File: config.mk
export PLATFORM = sky130hd
export DESIGN_NAME = fetch_unit
export DESIGN_NICKNAME = d
export VERILOG_FILES = /design/src/rtl/cpu_pkg.sv /design/src/rtl/next_pc_calc.sv /design/src/rtl/fetch_unit.sv
export SDC_FILE = /design/constraint.sdc
export NUM_CORES = 1
export LEC_CHECK = 0
export ABC_AREA = 1
export CORE_ASPECT_RATIO = 0.5
export CORE_MARGIN = 5
export CORE_UTILIZATION = 46
export CTS_BUF_LIST = sky130_fd_sc_hd__clkbuf_8
export DETAILED_ROUTE_END_ITERATION = 12
export MAX_ROUTING_LAYER = met4
export PLACE_DENSITY = 0.8
export SYNTH_ARGS = -nofsm -noshare
export SYNTH_HDL_FRONTEND = slang
export SYNTH_SLANG_ARGS = --single-unit
File: constraint.sdc
create_clock -name clk -period 1.65 [get_ports clk]
set_input_delay 0.33 -clock clk [delete_from_list [all_inputs] [get_ports clk]]
set_output_delay 0.33 -clock clk [all_outputs]
set_load 0.01 [all_outputs]
File: src/rtl/cpu_pkg.sv
// Shared CPU definitions: default datapath widths, next-PC select encodings
// (also decoded by the controller) and the fetch-stage state encoding.
package cpu_pkg;

  localparam int CPU_ADDR_W = 16;
  localparam int CPU_INST_W = 16;

  localparam logic [1:0] PC_INC = 2'b00;
  localparam logic [1:0] PC_BR  = 2'b01;
  localparam logic [1:0] PC_REG = 2'b10;
  localparam logic [1:0] PC_LR  = 2'b11;

  typedef enum logic [1:0] {
    FETCH = 2'd0,
    EXEC  = 2'd1,
    ERR   = 2'd2
  } fetch_state_t;

endpackage

File: src/rtl/next_pc_calc.sv
// Next-PC mux: increment, signed relative branch, register jump or link return.
// Purely combinational; all adds wrap modulo 2^ADDR_W.
module next_pc_calc
  import cpu_pkg::*;
#(
  parameter int ADDR_W = CPU_ADDR_W,
  parameter int OFF_W  = 12
) (
  input  logic [ADDR_W-1:0] i_pc,
  input  logic [OFF_W-1:0]  i_off,
  input  logic [ADDR_W-1:0] i_rs_data,
  input  logic [ADDR_W-1:0] i_lr,
  input  logic [1:0]        i_pc_sel,
  output logic [ADDR_W-1:0] o_next_pc
);

  logic [ADDR_W-1:0] w_off_sx;

  assign w_off_sx = {{(ADDR_W-OFF_W){i_off[OFF_W-1]}}, i_off};

  always_comb begin
    o_next_pc = i_pc + ADDR_W'(1);
    case (i_pc_sel)
      PC_BR:   o_next_pc = i_pc + w_off_sx;
      PC_REG:  o_next_pc = i_rs_data;
      PC_LR:   o_next_pc = i_lr;
      default: o_next_pc = i_pc + ADDR_W'(1);
    endcase
  end

endmodule

File: src/rtl/fetch_unit.sv
// Fetch stage: req/ack instruction fetch, one-cycle EXEC presentation, then PC/LR update.
// Best case 2 cycles per instruction; memory stalls extend FETCH until ack or timeout (sticky ERR).
module fetch_unit
  import cpu_pkg::*;
#(
  parameter int                ADDR_W   = CPU_ADDR_W,
  parameter int                INST_W   = CPU_INST_W,
  parameter int                OFF_W    = 12,
  parameter logic [ADDR_W-1:0] RESET_PC = '0,
  parameter int                TIMEOUT  = 16
) (
  input  logic              clk,
  input  logic              rst,
  output logic              imem_req,
  output logic [ADDR_W-1:0] imem_addr,
  input  logic              imem_ack,
  input  logic [INST_W-1:0] imem_rdata,
  output logic [INST_W-1:0] inst,
  output logic              inst_valid,
  output logic [ADDR_W-1:0] pc,
  output logic [ADDR_W-1:0] lr,
  input  logic [1:0]        pc_sel,
  input  logic              lr_en,
  input  logic [ADDR_W-1:0] rs_data,
  output logic              fetch_err
);

  localparam int CNT_W = (TIMEOUT > 2) ? $clog2(TIMEOUT) : 1;

  fetch_state_t      r_state;
  logic [ADDR_W-1:0] r_pc;
  logic [ADDR_W-1:0] r_lr;
  logic [INST_W-1:0] r_inst;
  logic [CNT_W-1:0]  r_cnt;

  logic [ADDR_W-1:0] w_next_pc;
  logic [ADDR_W-1:0] w_pc_inc;

  assign w_pc_inc = r_pc + ADDR_W'(1);

  next_pc_calc #(
    .ADDR_W (ADDR_W),
    .OFF_W  (OFF_W)
  ) u_next_pc_calc (
    .i_pc      (r_pc),
    .i_off     (r_inst[OFF_W-1:0]),
    .i_rs_data (rs_data),
    .i_lr      (r_lr),
    .i_pc_sel  (pc_sel),
    .o_next_pc (w_next_pc)
  );

  always_ff @(posedge clk) begin
    if (rst) begin
      r_state <= FETCH;
      r_pc    <= RESET_PC;
      r_lr    <= '0;
      r_inst  <= '0;
      r_cnt   <= '0;
    end else begin
      case (r_state)
        FETCH: begin
          // An ack on the final allowed cycle still wins over the timeout.
          if (imem_ack) begin
            r_inst  <= imem_rdata;
            r_cnt   <= '0;
            r_state <= EXEC;
          end else if (r_cnt == CNT_W'(TIMEOUT - 1)) begin
            r_state <= ERR;
          end else begin
            r_cnt <= r_cnt + CNT_W'(1);
          end
        end
        EXEC: begin
          r_pc    <= w_next_pc;
          if (lr_en) begin
            r_lr <= w_pc_inc;
          end
          r_state <= FETCH;
        end
        ERR: begin
          r_state <= ERR;
        end
        default: begin
          r_state <= ERR;
        end
      endcase
    end
  end

  assign imem_req   = (r_state == FETCH);
  assign imem_addr  = r_pc;
  assign inst       = r_inst;
  assign inst_valid = (r_state == EXEC);
  assign pc         = r_pc;
  assign lr         = r_lr;
  assign fetch_err  = (r_state == ERR);

endmodule

==> results.toml, run 1 <==
[run_status]
status = "finished, violations left"
violations = "negative setup slack"

[cts]
postCtsHoldBufs = 0
cts_tree = "yes"
htreeDepth = 2
clk_latency_ns = 0.33
clockBufferDepth = 2
cts_root_buf = "clkbuf_8"
clock-sinks = 54
cts_buffers = 5
cts.clk_slew.worst_paths_ns = 0.11

[timing]
drv_slew = 0
fin_skew_ns = 0.00808
worstMarginPinSlew_ns = 0.396
period_share_pct = 106
worst_slack_ns = -0.101
hold_viol_final = 0
rsz0062_at_grt = "yes"
relSlewSlack_pct = 73.6
fin_crit_ns = 1.75
setup_viol_count_final = 7
max_freq_ghz = 0.571

[worst_setup_path]
cp-start-kind = "register"
endpoint_kind = "register"
rr_startpoint = "imem_addr[0]"
worst_ep_arrival_time_ns = 1.98
path_class = "register to register"
critPathMaxFanout = 4
reg2regPathDepth = 13
startpoint = "imem_addr[0]"
worst_ep_required_time_ns = 1.88

[synthesis]
syn_nets = 664
seq_area_frac_synth_pct = 28.1
synth-adder-area-share_pct = 6.04
muxShareOfSynthArea_pct = 0
netlist_top_cells_area = "dfxtp_1 (28%), nand2_1 (17%), inv_1 (8.0%)"
synth_xor_xnor_area_share_pct = 2.01
synth.distinct_cells = 39
synth_commonest_cells = "nand2_1 (171), inv_1 (82), dfxtp_1 (54), nor2_1 (52), nand3_1 (46)"
synth-compound-area-share_pct = 13.8
synth_top_area_share_pct = 28.1
yosys.area_share.simple_pct = 35.6
yosysMostFrequentCell = "nand2_1"
syn_area_um2 = 3850
ys_seq_elements = 54
yosysWarnings = 0
syn_inst = 608
synthFlopType = "dfxtp_1"
synth_area_leader_cell = "dfxtp_1"
synthArstFlopShare_pct = 0
synth_edf_count = 0
synth_area_per_cell_um2 = 6.33
synth_top_family_by_area = "simple AND/OR/NAND/NOR gates"

[floorplan]
core-area_um2 = 8090
initial_utilization_pct = 47.6
ios = 105
die-area_um2 = 10400
row_count = 23
chipHeight_um = 74.7
die_x_um = 139

[place]
dp_hpwl_mm = 10.3
routabilityCongestion = 0.961
io_buffer_count = 104
pre_cts_ws_ns = -0.247

[layout]
n_fill_cell = 640
nNetsFinal = 824
n_antenna_cell = 0
drive_above_1_share_pct = 27.3
syn2layout_area_growth_pct = 55.7

[global_route]
overflow = 0
grt_usage_pct = 26.0
grt_max_degree = 36
grt_pass1_vias = 4232
grt_pass1_wl_mm = 20.9
antenna_found_initial = 1

[pwr]
leakage_nw = 3.05
p_total_mw = 3.69
vdd_ir_drop_max_mv = 0.602
power_density_nw_per_um2 = 615

[route]
drc = 0
vias = 4688
drt_wl_total_mm = 14.1
drtIter0Drc = 382
drtAntennaViolNets = 0
firstDrtPassIters = 7
vias_per_cell = 5.32
wl_per_cell_um = 16.0

[hold_path]
hp-class = "register to register"
hp-start = "r_cnt[1]"
min_path_cells = 2

[job]
max-cap-violations = 0
-- worst max-delay path: stages, from the launching register on --
cell     delay (ns)
dfxtp_4        0.37
ha_4           0.14
inv_2          0.04
fa_2           0.35
inv_2          0.09
nand3_1        0.08
nand3_2        0.11
nand2_1        0.08
nand3_1        0.07
nand2_1        0.06
nand3_2        0.07
o21ai_1        0.07
nand2_1        0.07
nand2_1        0.07
-- where the power goes --
part | switching, mW | internal (mW)
clock | 0.512 | 0.501
combinational | 0.593 | 0.598
sequential | 0.0916 | 1.39
total | 1.20 | 2.49
-- kinds of logic after synthesis --
group	after synthesis
simple gates	313
compound gates	88
buf+inv	127
flops	54
xor+xnor	8
fa+ha+maj	18
-- layout make-up --
| class | count | area, µm² | area share [%] |
|---|---|---|---|
| Tap cell | 112 | 140 | 2.34 |
| Sequential cell | 54 | 1120 | 18.8 |
| Clock inverter | 2 | 38.8 | 0.647 |
| Clock buffer | 6 | 82.6 | 1.38 |
| Timing Repair Buffer | 183 | 1650 | 27.5 |
| Multi-Input combinational cell | 427 | 2590 | 43.2 |
| Inverter | 97 | 370 | 6.18 |
-- sequential cells by signal, summed over array words and instances (netlist names) --
signal	cells
lr	16
inst	16
r_state	2
imem_addr	16
r_cnt	4
-- path summary, 6_finish.rpt --
path | end | slack, ns
worst max register to register | imem_addr[8] | -0.10
worst max-delay path | imem_addr[8] | -0.10
worst min register to register | r_cnt[1] | 0.48
worst min-delay path | r_cnt[1] | 0.48
-- cell usage in the layout, fill, tap and decap left out, types with 6 or more instances in the layout --
master             n
a21oi_1           19
a221oi_1          10
buf_4             72
clkbuf_8           6
clkdlybuf4s50_1   57
dfxtp_1           29
dfxtp_2           20
dlygate4sd2_1     44
ha_4              14
inv_1             75
inv_2             18
nand2_1          152
nand2_2           20
nand3_1           35
nand3_2           11
nand4_1            6
nor2_1            49
nor3_2             7
o211ai_1           9
o21ai_0           32
o21ai_1            6
-- metrics by stage --
stage | setup TNS [ns] | utilization (%) | area, µm² | hold WS, ns | std cells
finish | -0.496 | 74.1 | 5990 | 0.483 | 881
global route | -1.65 | 74.1 | 5990 | 0.503 | 881
CTS | -0.274 | 70.5 | 5700 | 0.486 | 877
detailed placement | -2.39 | 67.7 | 5480 | 0.470 | 868
global placement | -2.57 | 67.7 | 5480 | 0.463 | 868
floorplan | 0 | - | 3880 | 0.428 | 608
-- repair_timing --
item | 4_1_cts | 5_1_grt
setup buffers | 1 | 4
setup endpoints to repair | 53 | 24
resized for setup | 85 | 60
pin swaps | 2 | 27
-- layer usage --
layer  wire length (µm)  GRT usage (%)
met5                  0              -
met4                312           7.27
met3               1090           5.77
met2               6460           42.1
met1               6210           33.3
No activity file was read; power rests on OpenSTA's default activity.
==> run 2, diff against run 1 <==
Settings changed: CORE_UTILIZATION 46 to 44, CTS_BUF_LIST sky130_fd_sc_hd__clkbuf_8 to not set, PLACE_DENSITY 0.8 to 0.77.
==> results.toml, run 2 (synthesized netlist as in run 1, its figures left out) <==
[route]
vias = 4582
drtIter0Drc = 381
vias_per_cell = 5.18
wl_per_cell_um = 15.6
drtAntennaViolNets = 0
drt_wl_total_mm = 13.8
firstDrtPassIters = 5
drc = 0

[pwr]
switching_share_pct = 32.6
leakage_nw = 3.07
p_seq_share_pct = 38.3
p_sw_mw = 1.26
clock_power_share_pct = 29.6
p_total_mw = 3.86
p_comb_share_pct = 32.1
power_density_nw_per_um2 = 625
cell_internal_pwr_mw = 2.60
vdd_ir_drop_max_mv = 0.460

[cts]
cts_tree = "yes"
clockBufferDepth = 2
clk_latency_ns = 0.31
cts_buffers = 5
cts.clk_slew.worst_paths_ns = 0.09
postCtsHoldBufs = 0
htreeDepth = 2
cts_root_buf = "clkbuf_16"
clock-sinks = 54

[worst_setup_path]
path_buf_inv = 2
critPathMaxFanout = 4
cp_slowest_cell = "dfxtp_4"
cpLargestDelayFamily = "simple AND/OR/NAND/NOR gates"
endpoint_kind = "register"
worst_ep_required_time_ns = 1.85
path_class = "register to register"
worst_ep_arrival_time_ns = 1.94
path_cells = "ha_4 -> inv_2 -> fa_2 -> inv_4 -> nand3_4 -> nand3_4 -> nand2_2 -> nand3_2 -> nand2_2 -> nand3_2 -> o21ai_2 -> nand2_1 -> nand2_1"
cp-start-kind = "register"
cp_slowest_stage_delay_ns = 0.37

[timing]
relSlewSlack_pct = 61.9
hold_viol_final = 0
rsz0062_at_grt = "yes"
period_share_pct = 106
worstMarginPinSlew_ns = 0.571
fin_skew_ns = 0.0126
worst_slack_ns = -0.0926
setup_tns_ns = -0.344
drv_slew = 0
fin_crit_ns = 1.74
max_freq_ghz = 0.574
holdWs_ns = 0.478
setup_viol_count_final = 9

[global_route]
grt_pass1_wl_mm = 21.7
grt_max_degree = 20
grt_usage_pct = 25.2
grt_pass1_vias = 4322
overflow = 0
antenna_found_initial = 0

[place]
routabilityCongestion = 0.958
dp_hpwl_mm = 10.4
io_buffer_count = 104

[layout]
syn2layout_area_growth_pct = 60.7
final_common_cell = "nand2_1"
final_cell_mix = "nand2_1 (146), inv_1 (78), buf_4 (65)"
layout.area.seq_um2 = 1120
nNetsFinal = 823
drive_above_1_share_pct = 30.1
n_fill_cell = 703
n_antenna_cell = 0
multi_input_area_um2 = 2710

[floorplan]
core-area_um2 = 8620
chipHeight_um = 76.2
ios = 105
initial_utilization_pct = 44.7
die-area_um2 = 10800
row_count = 24
die_x_um = 142

[job]
max-cap-violations = 0

[run_status]
status = "finished, violations left"
violations = "negative setup slack"

[hold_path]
hp-class = "register to register"
-- run 2: worst paths after layout --
path / endpoint / cells past startpoint / startpoint / slack [ns]
min: lr[0] / 2 / lr[0] / 0.48
max: imem_addr[8] / 13 / imem_addr[0] / -0.09
min reg2reg: lr[0] / 2 / lr[0] / 0.48
max reg2reg: imem_addr[8] / 13 / imem_addr[0] / -0.09
-- run 2: what timing repair did --
| action | CTS | global route |
|---|---|---|
| setup buffers | 0 | 5 |
| resized for setup | 92 | 81 |
| pin swaps | 11 | 22 |
| setup endpoints to repair | 51 | 27 |
-- run 2: worst min-delay path: stages, from the launching register on --
cell and delay, ns:
dfxtp_1 0.31, inv_1 0.07, a21oi_1 0.06
-- run 2: per-stage QoR --
stage	cell area, µm²	util [%]	setup slack, ns	cells
2_1_floorplan	3880	-	0.0194	608
3_3_place_gp	5490	63.7	-0.277	872
3_5_place_dp	5490	63.7	-0.291	872
4_1_cts	5830	67.6	-0.0477	880
5_1_grt	6190	71.8	-0.180	885
6_report	6190	71.8	-0.0926	885
-- run 2: power by group through the flow --
stage / clock network [mW] / logic, mW / registers [mW]
floorplan: 0 / 0.465 / 1.53
detailed placement: 0 / 1.12 / 1.48
global route: 1.21 / 1.35 / 1.49
global placement: 0 / 1.10 / 1.48
CTS: 1.15 / 1.14 / 1.47
finish: 1.14 / 1.24 / 1.48
-- run 2: per-layer routing --
layer / up-vias / global-route usage [%] / share of wire (%)
li1: 2262 / - / -
met1: 2151 / 35.1 / 46
met2: 154 / 39.9 / 47
met3: 15 / 3.26 / 5.4
met4: 0 / 3.89 / 1.0
met5: - / - / 0
-- run 2: final cells by class --
type / instances / area share [%]
tap: 117 / 2.37
sequential: 54 / 18.1
clock inverter: 3 / 0.425
timing repair buffer: 182 / 27.2
inverter: 97 / 6.01
clock buffer: 5 / 2.02
multi-input combinational: 427 / 43.9
==> run 3, diff against run 2 <==
Clock period 1.65 ns to 1.48 ns, I/O delays scaled along.
==> results.toml, run 3 (synthesized netlist as in run 1, its figures left out) <==
[global_route]
grt_usage_pct = 25.2
grt_max_degree = 23
antenna_found_initial = 0
overflow = 0
grt_pass1_vias = 4594
grt_pass1_wl_mm = 21.8

[worst_setup_path]
r2r_slack_ns = -0.34
reg2reg_to = "imem_addr[8]"
worst_ep_required_time_ns = 1.68
cp-start-kind = "register"
endpoint_kind = "register"
reg2regPathDepth = 13
rr_startpoint = "imem_addr[0]"
path_class = "register to register"
worst_ep_arrival_time_ns = 2.01
critPathMaxFanout = 4

[timing]
worst_slack_ns = -0.338
rsz0062_at_grt = "yes"
holdWs_ns = 0.482
relSlewSlack_pct = 61.0
setup_tns_ns = -2.79
period_share_pct = 123
fin_crit_ns = 1.82
max_freq_ghz = 0.550
drv_slew = 0
fin_skew_ns = 0.00495
setup_viol_count_final = 18
worstMarginPinSlew_ns = 0.584
hold_viol_final = 0

[cts]
cts_tree = "yes"
htreeDepth = 2
clock-sinks = 54
postCtsHoldBufs = 0
cts.clk_slew.worst_paths_ns = 0.07
clockBufferDepth = 2
cts_buffers = 5
clk_latency_ns = 0.30
cts_root_buf = "clkbuf_16"

[layout]
postLayoutCellArea_um2 = 6410
n_fill_cell = 621
final_cell_mix = "nand2_1 (144), buf_4 (83), inv_1 (75)"
n_antenna_cell = 0
final_common_cell = "nand2_1"
finalCoreUtilization_pct = 74.4
nNetsFinal = 842
layout.area.seq_um2 = 1130
drive_above_1_share_pct = 33.5
multi_input_area_um2 = 2790
final-instance-count-excl-fill = 904
syn2layout_area_growth_pct = 66.6

[floorplan]
initial_utilization_pct = 44.7
die_x_um = 142
die-area_um2 = 10800
ios = 105
core-area_um2 = 8620
row_count = 24
chipHeight_um = 76.2

[run_status]
violations = "negative setup slack"
status = "finished, violations left"

[pwr]
vdd_ir_drop_max_mv = 0.528
power_density_nw_per_um2 = 696
leakage_nw = 3.29
p_total_mw = 4.46

[place]
numPlacedInstances = 883
dp_hpwl_mm = 10.2
pre_cts_ws_ns = -0.370
routabilityCongestion = 0.909
dpl_cell_area_um2 = 5690
io_buffer_count = 104

[job]
max-cap-violations = 0

[hold_path]
min_path_cells = 2
hp-start = "lr[0]"
hp-class = "register to register"
whs_endpoint = "lr[0]"

[route]
drt_wl_total_mm = 14.6
drtIter0Drc = 398
firstDrtPassIters = 5
vias_per_cell = 5.36
drc = 0
drtAntennaViolNets = 0
vias = 4848
wl_per_cell_um = 16.1
-- run 3: where the power goes --
group | switching (mW) | total [mW] | internal, mW
Clock | 0.580 | 1.38 | 0.804
Combinational | 0.706 | 1.42 | 0.718
Sequential | 0.105 | 1.65 | 1.55
-- run 3: layout make-up --
| type | instances | area share [%] |
|---|---|---|
| timing repair buffer | 201 | 28.0 |
| clock buffer | 6 | 2.01 |
| tap | 117 | 2.28 |
| inverter | 97 | 5.89 |
| sequential | 54 | 17.7 |
| multi-input combinational | 427 | 43.5 |
| clock inverter | 2 | 0.605 |
-- run 3: what timing repair did --
action / CTS / global route
setup buffers: 4 / 10
setup endpoints to repair: 86 / 33
resized for setup: 131 / 77
endpoints found under the hold margin: 0 / 0
pin swaps: 8 / 24
-- run 3: worst max path at each step --
stage	slack (ns)	depth (start not counted)	from	end
after floorplan	-0.10	13	imem_addr[0]	imem_addr[8]
after global placement	-0.34	7	pc_sel[1]	imem_addr[13]
after detailed placement	-0.37	7	pc_sel[1]	imem_addr[2]
after CTS	-0.17	13	imem_addr[0]	imem_addr[12]
after global routing	-0.40	12	imem_addr[0]	imem_addr[8]
final	-0.34	13	imem_addr[0]	imem_addr[8]
-- run 3: routing by layer --
metal / share of wire [%] / track usage [%] / wire length (µm)
met5: 0 / - / 0
met3: 6.3 / 3.64 / 914
met4: 3.5 / 8.06 / 503
met2: 47 / 40.5 / 6850
met1: 43 / 32.8 / 6290
-- run 3: worst max-delay path, stage by stage (launching register included) --
cell,delay (ns)
dfxtp_4,0.37
ha_4,0.15
inv_4,0.04
fa_2,0.35
inv_2,0.11
nand3_2,0.09
nand3_4,0.10
nand2_2,0.07
nand3_2,0.06
nand2_1,0.07
nand3_1,0.10
o21ai_1,0.07
nand2_1,0.07
nand2_1,0.06
